File: src/rtl/uart_pkg.sv
// uart_pkg: shared FSM state encoding, parity constants and parity helper for the UART transmitter
package uart_pkg;

  typedef enum logic [2:0] {
    ST_IDLE,
    ST_START,
    ST_DATA,
    ST_PARITY,
    ST_STOP
  } uart_state_e;

  localparam logic PARITY_EVEN = 1'b0;
  localparam logic PARITY_ODD  = 1'b1;

  function automatic logic calc_parity(input logic [8:0] d, input logic odd);
    return (^d) ^ odd;
  endfunction

endpackage

File: src/rtl/uart_tx_fifo.sv
// uart_tx_fifo: power-of-two circular FIFO with occupancy count, flushed by async reset
module uart_tx_fifo #(
  parameter int WIDTH = 8,
  parameter int DEPTH = 4
) (
  input  logic                     clk,
  input  logic                     rst,
  input  logic                     i_push,
  input  logic [WIDTH-1:0]         i_data,
  input  logic                     i_pop,
  output logic [WIDTH-1:0]         o_data,
  output logic [$clog2(DEPTH):0]   o_count,
  output logic                     o_ready
);

  localparam int AW = $clog2(DEPTH);

  logic [WIDTH-1:0] r_mem [DEPTH];
  logic [AW-1:0]    r_wr;
  logic [AW-1:0]    r_rd;
  logic [AW:0]      r_count;

  assign o_data  = r_mem[r_rd];
  assign o_count = r_count;
  assign o_ready = r_count != (AW+1)'(DEPTH);

  // storage array; contents need no reset since the count gates every read
  always_ff @(posedge clk) begin
    if (i_push) r_mem[r_wr] <= i_data;
  end

  // pointers wrap naturally at DEPTH; count tracks push/pop balance
  always_ff @(posedge clk or posedge rst) begin
    if (rst) begin
      r_wr    <= '0;
      r_rd    <= '0;
      r_count <= '0;
    end else begin
      r_wr    <= i_push ? r_wr + 1'b1 : r_wr;
      r_rd    <= i_pop ? r_rd + 1'b1 : r_rd;
      r_count <= (i_push && !i_pop) ? r_count + 1'b1 :
                 (i_pop && !i_push) ? r_count - 1'b1 : r_count;
    end
  end

endmodule

File: src/rtl/uart_tx_cfg.sv
// uart_tx_cfg: parameterised UART transmitter with transmit FIFO, optional parity and 1/2 stop bits
module uart_tx_cfg #(
  parameter int DATA_BITS  = 8,
  parameter int CLK_DIV    = 20,
  parameter int PARITY_EN  = 0,
  parameter int PARITY_ODD = 0,
  parameter int STOP_BITS  = 1,
  parameter int FIFO_DEPTH = 4
) (
  input  logic                          clk,
  input  logic                          rst,
  input  logic                          s_valid,
  input  logic [DATA_BITS-1:0]          s_data,
  output logic                          s_ready,
  output logic                          uart_tx,
  output logic                          busy,
  output logic [$clog2(FIFO_DEPTH):0]   fifo_count
);

  import uart_pkg::*;

  localparam int BW = $clog2(CLK_DIV);
  localparam logic ODD = (PARITY_ODD != 0) ? uart_pkg::PARITY_ODD : uart_pkg::PARITY_EVEN;

  uart_state_e          r_state;
  logic [BW-1:0]        r_baud;
  logic [3:0]           r_bit;
  logic [DATA_BITS-1:0] r_shift;
  logic                 r_par;
  logic                 r_tx;
  logic                 w_push;
  logic                 w_pop;
  logic                 w_baud_done;
  logic                 w_last_data;
  logic                 w_last_stop;
  logic [DATA_BITS-1:0] w_head;

  assign w_push     = s_valid && s_ready;
  assign uart_tx    = r_tx;
  assign busy       = r_state != ST_IDLE;

  uart_tx_fifo #(
    .WIDTH(DATA_BITS),
    .DEPTH(FIFO_DEPTH)
  ) u_fifo (
    .clk    (clk),
    .rst    (rst),
    .i_push (w_push),
    .i_data (s_data),
    .i_pop  (w_pop),
    .o_data (w_head),
    .o_count(fifo_count),
    .o_ready(s_ready)
  );

  // bit-period boundaries and the pop decision: start from IDLE, or chain straight out of the last stop bit
  always_comb begin
    w_baud_done = r_baud == BW'(CLK_DIV-1);
    w_last_data = r_bit == 4'(DATA_BITS-1);
    w_last_stop = r_bit == 4'(STOP_BITS-1);
    w_pop       = (fifo_count != '0) &&
                  (r_state == ST_IDLE || (r_state == ST_STOP && w_baud_done && w_last_stop));
  end

  // frame sequencer: baud counter, bit counter, LSB-first shift register and registered line output
  always_ff @(posedge clk or posedge rst) begin
    if (rst) begin
      r_state <= ST_IDLE;
      r_baud  <= '0;
      r_bit   <= '0;
      r_shift <= '0;
      r_par   <= 1'b0;
      r_tx    <= 1'b1;
    end else if (w_pop) begin
      r_state <= ST_START;
      r_baud  <= '0;
      r_bit   <= '0;
      r_shift <= w_head;
      r_par   <= calc_parity(9'(w_head), ODD);
      r_tx    <= 1'b0;
    end else if (r_state == ST_IDLE) begin
      r_baud  <= '0;
      r_tx    <= 1'b1;
    end else if (!w_baud_done) begin
      r_baud  <= r_baud + 1'b1;
    end else begin
      r_baud  <= '0;
      case (r_state)
        ST_START: begin
          r_state <= ST_DATA;
          r_bit   <= '0;
          r_tx    <= r_shift[0];
          r_shift <= r_shift >> 1;
        end
        ST_DATA: begin
          if (w_last_data) begin
            r_state <= (PARITY_EN != 0) ? ST_PARITY : ST_STOP;
            r_bit   <= '0;
            r_tx    <= (PARITY_EN != 0) ? r_par : 1'b1;
          end else begin
            r_bit   <= r_bit + 1'b1;
            r_tx    <= r_shift[0];
            r_shift <= r_shift >> 1;
          end
        end
        ST_PARITY: begin
          r_state <= ST_STOP;
          r_bit   <= '0;
          r_tx    <= 1'b1;
        end
        ST_STOP: begin
          r_state <= w_last_stop ? ST_IDLE : ST_STOP;
          r_bit   <= w_last_stop ? '0 : r_bit + 1'b1;
          r_tx    <= 1'b1;
        end
        default: begin
          r_state <= ST_IDLE;
          r_tx    <= 1'b1;
        end
      endcase
    end
  end

endmodule

File: config.mk
export PLATFORM = sky130hd
export DESIGN_NAME = uart_tx_cfg
export DESIGN_NICKNAME = d
export VERILOG_FILES = /design/src/rtl/uart_pkg.sv /design/src/rtl/uart_tx_fifo.sv /design/src/rtl/uart_tx_cfg.sv
export SDC_FILE = /design/constraint.sdc
export NUM_CORES = 1
export LEC_CHECK = 0
export CAP_MARGIN = 40
export CORE_MARGIN = 1
export CORE_UTILIZATION = 40
export CTS_CLUSTER_SIZE = 20
export DETAILED_ROUTE_END_ITERATION = 7
export SETUP_SLACK_MARGIN = 0.3
export SLEW_MARGIN = 20
export SYNTH_ARGS = -nofsm -noshare
export SYNTH_HDL_FRONTEND = slang
export SYNTH_SLANG_ARGS = --single-unit
File: constraint.sdc
create_clock -name clk -period 4.1 [get_ports clk]
set_input_delay 0.82 -clock clk [delete_from_list [all_inputs] [get_ports clk]]
set_output_delay 0.82 -clock clk [all_outputs]
set_load 0.02 [all_outputs]
==> summary.md <==
| Metric | Value |
|---|---|
| Status | `finished, final reports clean` |
| Mapped Area | `2811 um2` |
| Final Instance Count excl. Fillers | `326` |
| PortBufs | `16` |
| Critical Path Fanout Max | `9` |
| Post-Syn Area per Cell | `between 10 and 15 um2` |
| Total die area | `7368 um2` |
| CTS tree | `built` |
| Root Driver | `clkbuf_8` |
| WL/cell | `around 14 um` |
| Critical Path AT | `2.26 ns` |
| Clock sink count | `60` |
| Max-cap violation count | `0` |
| Initial Util | `0.4138` |
| Kind of critical path | `flip-flop to output pin` |
| Largest stage delay on the critical path | `0.56 ns` |
| Count of final setup violators | `0` |
| Top Family by Delay on Critical Path | `simple AND/OR/NAND/NOR gates` |
| ANT cells | `0` |
| EDFF count, synth | `32` |
| Post-Route WL | `4686 um` |
| Synth Instances | `202` |
| First-pass GRT wire length | `8176 um` |
| Final worst path period share | `0.7507` |
| Drt drc | `0` |
| Area grow syn2layout | `15.49%` |
| Initial antenna violation count | `0` |
| Vias per cell | `4.997` |
| HPWL Detailed | `~3100 um` |
| Row count | `30` |
| Seq cells post-synth | `60` |
| Hold Fails Final Rpt | `0` |
| H-tree depth | `3` |
| Most common cell after layout, fill and taps aside | `edfxtp_1` |
| CTS clk-pin slew, worst paths | `0.08 ns` |
| CORE AREA | `just under 7000 um2` |
| Max-slew violation count | `0` |
| Die width | `roughly 86 um` |
| Setup_tns | `0 ns` |
| Synth cell types | `49` |
| Total track usage | `0.1474` |
| Slew @ Worst Pin | `roughly 0.73 ns` |
| Critical-path top delay cell | `clkdlybuf4s50_1` |
| F_max | `324.9 MHz` |
| Register area share after synthesis | `0.5915` |
| Critical-path cell list | `or2_0, nor2_1, inv_1, clkdlybuf4s50_1` |
| Top-Level Pins | `17` |
| DRT antenna net count | `0` |
| Commonest cells after routing, fill and taps aside | `32 x edfxtp_1, 27 x dfrtp_1, 16 x clkdlybuf4s50_1` |
| Post-synth ARST share | `0.4667` |
| Grt ovf | `0` |
| Peak VDD IR | `~0.29 mV` |
| Combinational share of power | `0.174` |
| Final Util | `0.4779` |
| Clock power share | `0.316` |
| Synth Flop Type | `edfxtp_1` |
| Hold Path Class | `flip-flop to flip-flop` |
| NetSw | `~450 uW` |
| 1st-iter DRT viols | `43` |
| Post-CTS Resized | `0` |
| CTS buffer count | `9` |
| Clk buf depth | `2` |
| Clock latency on the worst-skew pair | `around 0.34 ns` |
| Nets | `245` |
| Via count | `1629` |
| Dpl cells | `between 300 and 400` |
| Largest net degree at the start of global routing | `29` |
| Crit end category | `output pin` |
| Number of global-route vias before repair | `1719` |
| WP buf/inv | `2` |
| RSZ-0062 raised after global routing | `false` |
| Sw frac | `0.2937` |
| Layout cell share with drive strength beyond 1 | `0.2217` |
| Syn Nets | `222` |
| Post CTS Setup Buffer Count | `0` |
| Sequential power share | `0.510` |
| Chip Height | `~86 um` |
| GPL Wtd Cong | `0.7584` |
| Final Critical Period | `just over 3 ns` |
| Crit path launch type | `flip-flop` |
| WP data required | `approximately 3.3 ns` |
| Clk_skew | `about 0.012 ns` |
| PD cells | `469.6 nW/um2` |
| Slew HR | `0.5101` |
| Yosys warnings | `0` |
| Pleak | `around 0.0013 uW` |
| DR pass1 iterations | `4` |
| Cts hold-fix bufs | `0` |
| Cell-internal power | `approximately 1100 uW` |
## synth_stat cells (all sizes together) (3+ instances only)
cell / instances / area share
xor2: 4 / 0.012
nand2: 9 / 0.012
xnor2: 4 / 0.012
nand3: 4 / 0.0071
o21ai: 11 / 0.020
nor3: 6 / 0.011
edfxtp: 32 / 0.34
ha: 8 / 0.036
inv: 15 / 0.020
mux2: 15 / 0.065
and3: 5 / 0.012
dfrtp: 27 / 0.24
a21oi: 5 / 0.010
nor2: 11 / 0.017
nand2b: 3 / 0.0093
mux4: 8 / 0.064
buf: 5 / 0.014
## flip-flops by register name, indices dropped and copies added, names as in the netlist
register,count
u_fifo.o_count,3
u_fifo.r_mem,32
u_fifo.r_wr,2
u_fifo.r_rd,2
r_state,3
r_bit,4
uart_tx,1
r_baud,5
r_shift,8
## cell families (layout without fill, tap and decap cells)
family                     Yosys count  count (layout)  share of synthesized area
and+or+nand+nor                     48              48                    0.09702
DFF                                 60              60                     0.5915
xor gates and xnor gates             8               8                    0.02492
buffers and inverters               22              50                    0.03694
adders and majority gates            9               9                    0.04273
AOI/OAI and AO/OA                   32              32                    0.07744
muxes                               23              23                     0.1295
## through the flow
step | area [um2] | hold WS, ns | setup WS [ns] | total power, uW
2_1_floorplan | 2811 | 0.4408 | 1.710 | 950.3
3_3_place_gp | 3059 | 0.4677 | 1.412 | 1052
3_5_place_dp | 3059 | 0.4647 | 1.355 | 1062
4_1_cts | 3242 | 0.4751 | 1.015 | 1552
5_1_grt | 3247 | 0.5052 | 0.8466 | 1609
6_report | 3247 | 0.4737 | 1.022 | 1525
## per-layer routing
layer	routed length [um]	GRT usage
met2	2247	0.2356
met1	2206	0.1914
met3	189	0.04620
met5	0	0
met4	42	0.05000
## layout make-up
class | count | area (um2)
fillers | 597 | 3547
flip-flops and latches | 60 | 1663
multi-input cells | 120 | 1045
repair buffers | 19 | 180.2
clock buffers | 9 | 123.9
well taps | 96 | 120.1
clock inverters | 7 | 58.81
inverters | 15 | 56.30
## final timing paths
path | cells past startpoint | from | slack, ns | end
worst max-delay path | 4 | r_state[0]$_DFFE_PP0P_ | 1.02 | busy
worst min-delay path | 1 | r_baud[0]$_DFF_PP0_ | 0.47 | r_baud[0]$_DFF_PP0_
worst max register to register | 9 | u_fifo.o_count[2]$_DFFE_PP0P_ | 1.49 | u_fifo.o_count[2]$_DFFE_PP0P_
worst min register to register | 1 | r_baud[0]$_DFF_PP0_ | 0.47 | r_baud[0]$_DFF_PP0_
max in group asynchronous | 3 | rst | 2.93 | uart_tx$_DFFE_PP1P_
min in group asynchronous | 3 | rst | 0.85 | r_shift[4]$_DFFE_PP0P_
## power groups by stage
stage / Sequential, uW / Combinational [uW] / Clock, uW
CTS: 780 / 270 / 503
global placement: 789 / 263 / 0
detailed placement: 791 / 270 / 0
finish: 777 / 265 / 482
global route: 791 / 294 / 524
floorplan: 799 / 151 / 0
(Power assumes the default switching activity.)
